--- src/rtl/baccarat_pkg.sv ---
// Shared types and card helpers for the baccarat round controller.
// Provides the sequencer state encoding and raw-card to point-value mapping.
package baccarat_pkg;

  typedef enum logic [3:0] {
    S_IDLE,
    S_P1,
    S_D1,
    S_P2,
    S_D2,
    S_EVAL,
    S_P3,
    S_BANK,
    S_D3,
    S_RESULT
  } state_t;

  localparam logic [3:0] CARD_EMPTY = 4'd0;
  localparam logic [3:0] CARD_TEN   = 4'd10;

  // Tens, face cards and the unused codes 14-15 all count as zero points.
  function automatic logic [3:0] card_value(input logic [3:0] card);
    return (card >= CARD_TEN) ? CARD_EMPTY : card;
  endfunction

endpackage

--- src/rtl/deal_sequencer_if.sv ---
// Round-control bundle between the sequencer (master) and the datapath/scorehand side (slave).
// Carries the go request, hand scores, the raw third player card, load strobes, lights and busy.
interface deal_sequencer_if;

  logic       go;
  logic [3:0] pscore;
  logic [3:0] dscore;
  logic [3:0] pcard3;
  logic       load_pcard1;
  logic       load_pcard2;
  logic       load_pcard3;
  logic       load_dcard1;
  logic       load_dcard2;
  logic       load_dcard3;
  logic       player_win_light;
  logic       dealer_win_light;
  logic       busy;

  modport master (
    input  go, pscore, dscore, pcard3,
    output load_pcard1, load_pcard2, load_pcard3,
    output load_dcard1, load_dcard2, load_dcard3,
    output player_win_light, dealer_win_light, busy
  );

  modport slave (
    output go, pscore, dscore, pcard3,
    input  load_pcard1, load_pcard2, load_pcard3,
    input  load_dcard1, load_dcard2, load_dcard3,
    input  player_win_light, dealer_win_light, busy
  );

endinterface

--- src/rtl/banker_rule.sv ---
// Combinational banker third-card table: decides whether the dealer draws
// given the dealer's two-card score and the player's raw third card.
module banker_rule
  import baccarat_pkg::*;
(
  input  logic [3:0] dscore,
  input  logic [3:0] pcard3,
  output logic       draw
);

  logic [3:0] v;

  always_comb begin
    draw = 1'b0;
    v    = card_value(pcard3);
    case (dscore)
      4'd0, 4'd1, 4'd2: draw = 1'b1;
      4'd3:             draw = (v != 4'd8);
      4'd4:             draw = (v >= 4'd2) && (v <= 4'd7);
      4'd5:             draw = (v >= 4'd4) && (v <= 4'd7);
      4'd6:             draw = (v >= 4'd6) && (v <= 4'd7);
      default:          draw = 1'b0;
    endcase
  end

endmodule

--- src/rtl/deal_sequencer.sv ---
// Baccarat round controller: deals four cards, applies third-card rules and holds the result.
// Optional macro ROUND_COUNT_EN adds saturating rounds/ties counters.
module deal_sequencer
  import baccarat_pkg::*;
#(
  parameter int unsigned HOLD_CYCLES = 8,
  parameter int unsigned HOLD_W      = $clog2(HOLD_CYCLES + 1)
) (
  input  logic             slow_clock,
  input  logic             resetb,
  deal_sequencer_if.master bus
`ifdef ROUND_COUNT_EN
  ,
  output logic [7:0]       rounds,
  output logic [7:0]       ties
`endif
);

  state_t            state_q, state_d;
  logic [HOLD_W-1:0] holdCount_q, holdCount_d;
  logic              playerWin_q, playerWin_d;
  logic              dealerWin_q, dealerWin_d;
  logic              bankerDraw;
  logic              isNatural;
  logic              enterResult;

  banker_rule u_banker_rule (
    .dscore (bus.dscore),
    .pcard3 (bus.pcard3),
    .draw   (bankerDraw)
  );

  always_ff @(posedge slow_clock or negedge resetb) begin
    if (!resetb) begin
      state_q     <= S_IDLE;
      holdCount_q <= '0;
      playerWin_q <= 1'b0;
      dealerWin_q <= 1'b0;
    end else begin
      state_q     <= state_d;
      holdCount_q <= holdCount_d;
      playerWin_q <= playerWin_d;
      dealerWin_q <= dealerWin_d;
    end
  end

  // Out-of-range scores (10-15) also satisfy >=8 and so end the round as a natural.
  always_comb begin
    state_d     = state_q;
    holdCount_d = holdCount_q;
    playerWin_d = playerWin_q;
    dealerWin_d = dealerWin_q;
    isNatural   = (bus.pscore >= 4'd8) || (bus.dscore >= 4'd8);
    case (state_q)
      S_IDLE: begin
        if (bus.go) begin
          state_d     = S_P1;
          playerWin_d = 1'b0;
          dealerWin_d = 1'b0;
        end
      end
      S_P1: state_d = S_D1;
      S_D1: state_d = S_P2;
      S_P2: state_d = S_D2;
      S_D2: state_d = S_EVAL;
      S_EVAL: begin
        if (isNatural)                 state_d = S_RESULT;
        else if (bus.pscore <= 4'd5)   state_d = S_P3;
        else if (bus.dscore <= 4'd5)   state_d = S_D3;
        else                           state_d = S_RESULT;
      end
      S_P3:   state_d = S_BANK;
      S_BANK: state_d = bankerDraw ? S_D3 : S_RESULT;
      S_D3:   state_d = S_RESULT;
      S_RESULT: begin
        if (holdCount_q == HOLD_W'(HOLD_CYCLES - 1)) begin
          state_d     = S_IDLE;
          holdCount_d = '0;
        end else begin
          holdCount_d = holdCount_q + HOLD_W'(1);
        end
      end
      default: state_d = S_IDLE;
    endcase

    // Lights and the hold counter are captured on the edge that enters the result state.
    enterResult = (state_d == S_RESULT) && (state_q != S_RESULT);
    if (enterResult) begin
      playerWin_d = (bus.pscore >= bus.dscore);
      dealerWin_d = (bus.dscore >= bus.pscore);
      holdCount_d = '0;
    end
  end

  assign bus.load_pcard1      = (state_q == S_P1);
  assign bus.load_dcard1      = (state_q == S_D1);
  assign bus.load_pcard2      = (state_q == S_P2);
  assign bus.load_dcard2      = (state_q == S_D2);
  assign bus.load_pcard3      = (state_q == S_P3);
  assign bus.load_dcard3      = (state_q == S_D3);
  assign bus.busy             = (state_q != S_IDLE);
  assign bus.player_win_light = playerWin_q;
  assign bus.dealer_win_light = dealerWin_q;

`ifdef ROUND_COUNT_EN
  logic [7:0] rounds_q, rounds_d;
  logic [7:0] ties_q, ties_d;

  always_ff @(posedge slow_clock or negedge resetb) begin
    if (!resetb) begin
      rounds_q <= '0;
      ties_q   <= '0;
    end else begin
      rounds_q <= rounds_d;
      ties_q   <= ties_d;
    end
  end

  // Both counters stick at 255 rather than wrapping.
  always_comb begin
    rounds_d = rounds_q;
    ties_d   = ties_q;
    if (enterResult && (rounds_q != 8'hFF)) rounds_d = rounds_q + 8'd1;
    if (enterResult && playerWin_d && dealerWin_d && (ties_q != 8'hFF)) ties_d = ties_q + 8'd1;
  end

  assign rounds = rounds_q;
  assign ties   = ties_q;
`endif

endmodule

--- src/flat_wrapper.sv ---
// flat-port wrapper written by rule: the top's interface ports become plain ports
module deal_sequencer_flat import baccarat_pkg::*;
#(
  parameter int unsigned HOLD_CYCLES = 8,
  parameter int unsigned HOLD_W      = $clog2(HOLD_CYCLES + 1)
)
  (slow_clock, resetb, bus_go, bus_pscore, bus_dscore, bus_pcard3, bus_load_pcard1, bus_load_pcard2, bus_load_pcard3, bus_load_dcard1, bus_load_dcard2, bus_load_dcard3, bus_player_win_light, bus_dealer_win_light, bus_busy);
  deal_sequencer_if bus_i ();
  input  logic slow_clock;
  input  logic resetb;
  input wire logic [$bits(bus_i.go)-1:0] bus_go;
  input wire logic [$bits(bus_i.pscore)-1:0] bus_pscore;
  input wire logic [$bits(bus_i.dscore)-1:0] bus_dscore;
  input wire logic [$bits(bus_i.pcard3)-1:0] bus_pcard3;
  output wire logic [$bits(bus_i.load_pcard1)-1:0] bus_load_pcard1;
  output wire logic [$bits(bus_i.load_pcard2)-1:0] bus_load_pcard2;
  output wire logic [$bits(bus_i.load_pcard3)-1:0] bus_load_pcard3;
  output wire logic [$bits(bus_i.load_dcard1)-1:0] bus_load_dcard1;
  output wire logic [$bits(bus_i.load_dcard2)-1:0] bus_load_dcard2;
  output wire logic [$bits(bus_i.load_dcard3)-1:0] bus_load_dcard3;
  output wire logic [$bits(bus_i.player_win_light)-1:0] bus_player_win_light;
  output wire logic [$bits(bus_i.dealer_win_light)-1:0] bus_dealer_win_light;
  output wire logic [$bits(bus_i.busy)-1:0] bus_busy;
  assign bus_i.go = bus_go;
  assign bus_i.pscore = bus_pscore;
  assign bus_i.dscore = bus_dscore;
  assign bus_i.pcard3 = bus_pcard3;
  assign bus_load_pcard1 = bus_i.load_pcard1;
  assign bus_load_pcard2 = bus_i.load_pcard2;
  assign bus_load_pcard3 = bus_i.load_pcard3;
  assign bus_load_dcard1 = bus_i.load_dcard1;
  assign bus_load_dcard2 = bus_i.load_dcard2;
  assign bus_load_dcard3 = bus_i.load_dcard3;
  assign bus_player_win_light = bus_i.player_win_light;
  assign bus_dealer_win_light = bus_i.dealer_win_light;
  assign bus_busy = bus_i.busy;
  deal_sequencer #(.HOLD_CYCLES(HOLD_CYCLES), .HOLD_W(HOLD_W)) u_core (.slow_clock(slow_clock), .resetb(resetb), .bus(bus_i));
endmodule
--- config.mk ---
export PLATFORM = sky130hd
export DESIGN_NAME = deal_sequencer_flat
export DESIGN_NICKNAME = d
export VERILOG_FILES = /design/src/rtl/baccarat_pkg.sv /design/src/rtl/deal_sequencer_if.sv /design/src/rtl/banker_rule.sv /design/src/rtl/deal_sequencer.sv /design/src/flat_wrapper.sv
export SDC_FILE = /design/constraint.sdc
export NUM_CORES = 1
export LEC_CHECK = 0
export ABC_AREA = 1
export BUFFER_PORTS_ARGS = -buffer_cell sky130_fd_sc_hd__buf_4
export CORE_UTILIZATION = 50
export DETAILED_ROUTE_END_ITERATION = 10
export HOLD_SLACK_MARGIN = 0.12
export MAX_ROUTING_LAYER = met4
export PLACE_DENSITY = 0.89
export REMOVE_ABC_BUFFERS = 1
export SLEW_MARGIN = 20
export SYNTH_ARGS = -nofsm -noshare
export SYNTH_HDL_FRONTEND = slang
export SYNTH_HIERARCHICAL = 1
export SYNTH_SLANG_ARGS = --single-unit
--- constraint.sdc ---
create_clock -name slow_clock -period 1.6 [get_ports slow_clock]
set_input_delay 0.32 -clock slow_clock [delete_from_list [all_inputs] [get_ports slow_clock]]
set_output_delay 0.32 -clock slow_clock [all_outputs]
set_load 0.03 [all_outputs]
==> impl_results.md <==
* Outcome: finished, final reports clean
* Placed cells at 157
* Final cycle utilization of the critical path at 98.1%
* Hpwl dp at 1.46 mm
* Gp weighted congestion at 0.911
* Worst Skew at 0.453 ps
* Largest net degree at the start of global routing at 11
* Ys Warns at 6
* Initial antenna violation count at 0
* Port-buffer cells at 23
* Final WL at 1.94 mm
* DRC viols at 0
* Root buffer cell: clkbuf_4
* FMAX at 637 MHz
* Largest fanout on the critical path at 3
* Critical path class: reg2out
* Synth unique cells at 21
* Mapped cell area at 810 um^2
* Cell accounting for the most synthesized area: dfrtp_1
* Die area at 0.00178 mm^2
* Reg clk slew, reported paths at 70 ps
* Top-count cell post-synth: nand2_1
* Initial drt markers at 23
* Top Ports at 24
* Syn_area_per_cell at 6.86 um^2
* Std cell rows at 14
* Worst Setup End Kind: output port
* Met1 usage at 29.4%
* Main area contributors after synthesis: dfrtp_1 (31%), nand2_1 (12%), nand3_1 (11%), inv_1 (9.7%), ha_1 (7.7%)
* Effective utilization at floorplan at 53.7%
* Hold Slack at 395 ps
* Final min period at 1570 ps
* Crit path max-delay cell type: dfrtp_1
* Ys async rst share at 100%
* Hold/Removal Path Class: in2reg
* Ant diodes at 0
* Pins Over Slew Limit at 0
* Pwr Total at 1710 uW
* Final hold violations at 0
* MaxCap Viol Count at 0
* Yosys top cell area share at 30.9%
* Synth cell count leaders: nand2_1 (25), inv_1 (21), nand3_1 (17)
* Crit path arrival time at 1250 ps
* Die Y at 42.2 um
* CORE AREA at 0.00151 mm^2
* Worst skew pair latency at 270 ps
* Crit-path cells: inv_1 -> nor2_2 -> nand2_2 -> inv_1 -> buf_6
* Die Width at 42.2 um
* Area Growth Syn to Fin at 37.4%
* RSZ-0062 raised after global routing: true
* Leak at 0.000621 uW
* CTS Buffer Depth at 2
* First-pass DRT Iterations at 4
* Number of flops mapped to enable cells by yosys at 0
* Nature of the critical path startpoint: flop
* Final Setup Violations at 0
* Slew HR at 83.6%
* H-tree levels at 1
* GR Util All Layers at 24.9%
* CTS tree: done
* FF-to-FF setup slack at 150 ps
* GRT met2 Usage at 43.4%
* PD cells at 1540 mW/mm^2
* Top cell by count, worst path: inv_1
* CTS Sinks at 10
* Fraction of layout cells with a size suffix above 1 at 36.5%
* Num CTS Buffers at 3
* Req. time, crit path at 1280 ps
* Max rail drop VDD at 1.01 mV
* Gate Count Post-Synth at 118
* Vias at 855
* Congestion Overflow GR at 0
* Predominant post-synthesis flop cell: dfrtp_1
* Post-route insts no fill at 164
* Setup TNS at 0 ps
* Measured slew at the worst slew-check pin at 245 ps
* Final net count at 169
* Most used routing layer: met2
* Global-route wire length before repair at 3.31 mm
* Worst stage delay on the critical path at 400 ps
* Average via count per standard cell at 5.21
* Vias in the first global route at 818
* Number of filler cells placed in the layout at 113
* WL per Instance at 11.8 um
* Met3 usage at 7.76%
* Yosys reg bits at 10
* Post-Route Utilization at 73.8%
* Seq/Total Area, Yosys at 30.9%
* ANT nets after route at 0
## cells by family (layout without fill, tap and decap cells)
group | count (synthesis) | after routing | share of synthesized area [%]
AOI/OAI and AO/OA | 6 | 6 | 4.48
DFF | 10 | 10 | 30.9
and+or+nand+nor | 71 | 71 | 43.6
buffers and inverters | 24 | 54 | 11.1
xor gates and xnor gates | 2 | 2 | 2.16
adders and majority gates | 5 | 5 | 7.73
## cells in the final DEF (no fill, tap or decap), types with 2 or more instances in the layout
master,instances
inv_1,21
o21ai_1,3
nand2_2,3
nor2_4,3
nand2_1,23
dfrtp_1,8
nand2_4,2
dfrtp_2,2
nand3_2,3
nand4_1,4
nand3_1,16
ha_1,5
clkbuf_4,3
nor2_2,6
inv_2,3
buf_4,24
nor2_1,7
## final cells by class
class | count | area, um^2 | area share (%)
multi-input cells | 84 | 512 | 46.0
flip-flops and latches | 10 | 253 | 22.7
repair buffers | 26 | 201 | 18.1
inverters | 24 | 90.1 | 8.10
clock buffers | 4 | 36.3 | 3.26
well taps | 16 | 20.0 | 1.80
## registers in the layout (all words and copies together) (netlist names)
register / flops
u_core/holdCount_q: 4
u_core/bus.player_win_light: 1
u_core/state_q: 4
u_core/bus.dealer_win_light: 1
## power by group
group / switching, uW / internal (uW) / total [uW]
registers: 114 / 355 / 469
logic: 635 / 374 / 1010
clock network: 92.7 / 138 / 231
## layer usage
metal	vias to the layer above	routed length [um]
met2	31	1020
li1	439	-
met1	385	802
met4	0	0
met5	-	0
met3	0	114
## per-stage QoR
step           setup slack (ps)  area (um^2)
2_1_floorplan               118          810
5_1_grt                   -31.3         1110
3_5_place_dp                119         1000
6_report                   30.3         1110
4_1_cts                    3.47         1080
3_3_place_gp                165         1000
## repair_timing
action | CTS | global route
buffers inserted | 2 | 0
hold endpoints to repair | 10 | 0
hold buffers | 1 | 0
setup endpoints to repair | 2 | 9
resized for setup | 5 | 10
## path summary, 6_finish.rpt
kind,from,to,cells after the start
min in group asynchronous,resetb,u_core/holdCount_q[3],2
worst max-delay path,u_core/state_q[3],bus_load_dcard3,5
max in group asynchronous,resetb,u_core/state_q[2],2
worst min register to register,u_core/bus.dealer_win_light,u_core/bus.dealer_win_light,2
worst max register to register,u_core/holdCount_q[0],u_core/holdCount_q[2],9
worst min-delay path,bus_pscore[3],u_core/state_q[1],4
## worst max-delay path: cells and delay by family, from the launching register on
| family | cells | cell delay, ps |
|---|---|---|
| buf+inv | 3 | 300 |
| flops | 1 | 400 |
| simple gates | 2 | 270 |
(Power assumes the default switching activity.)
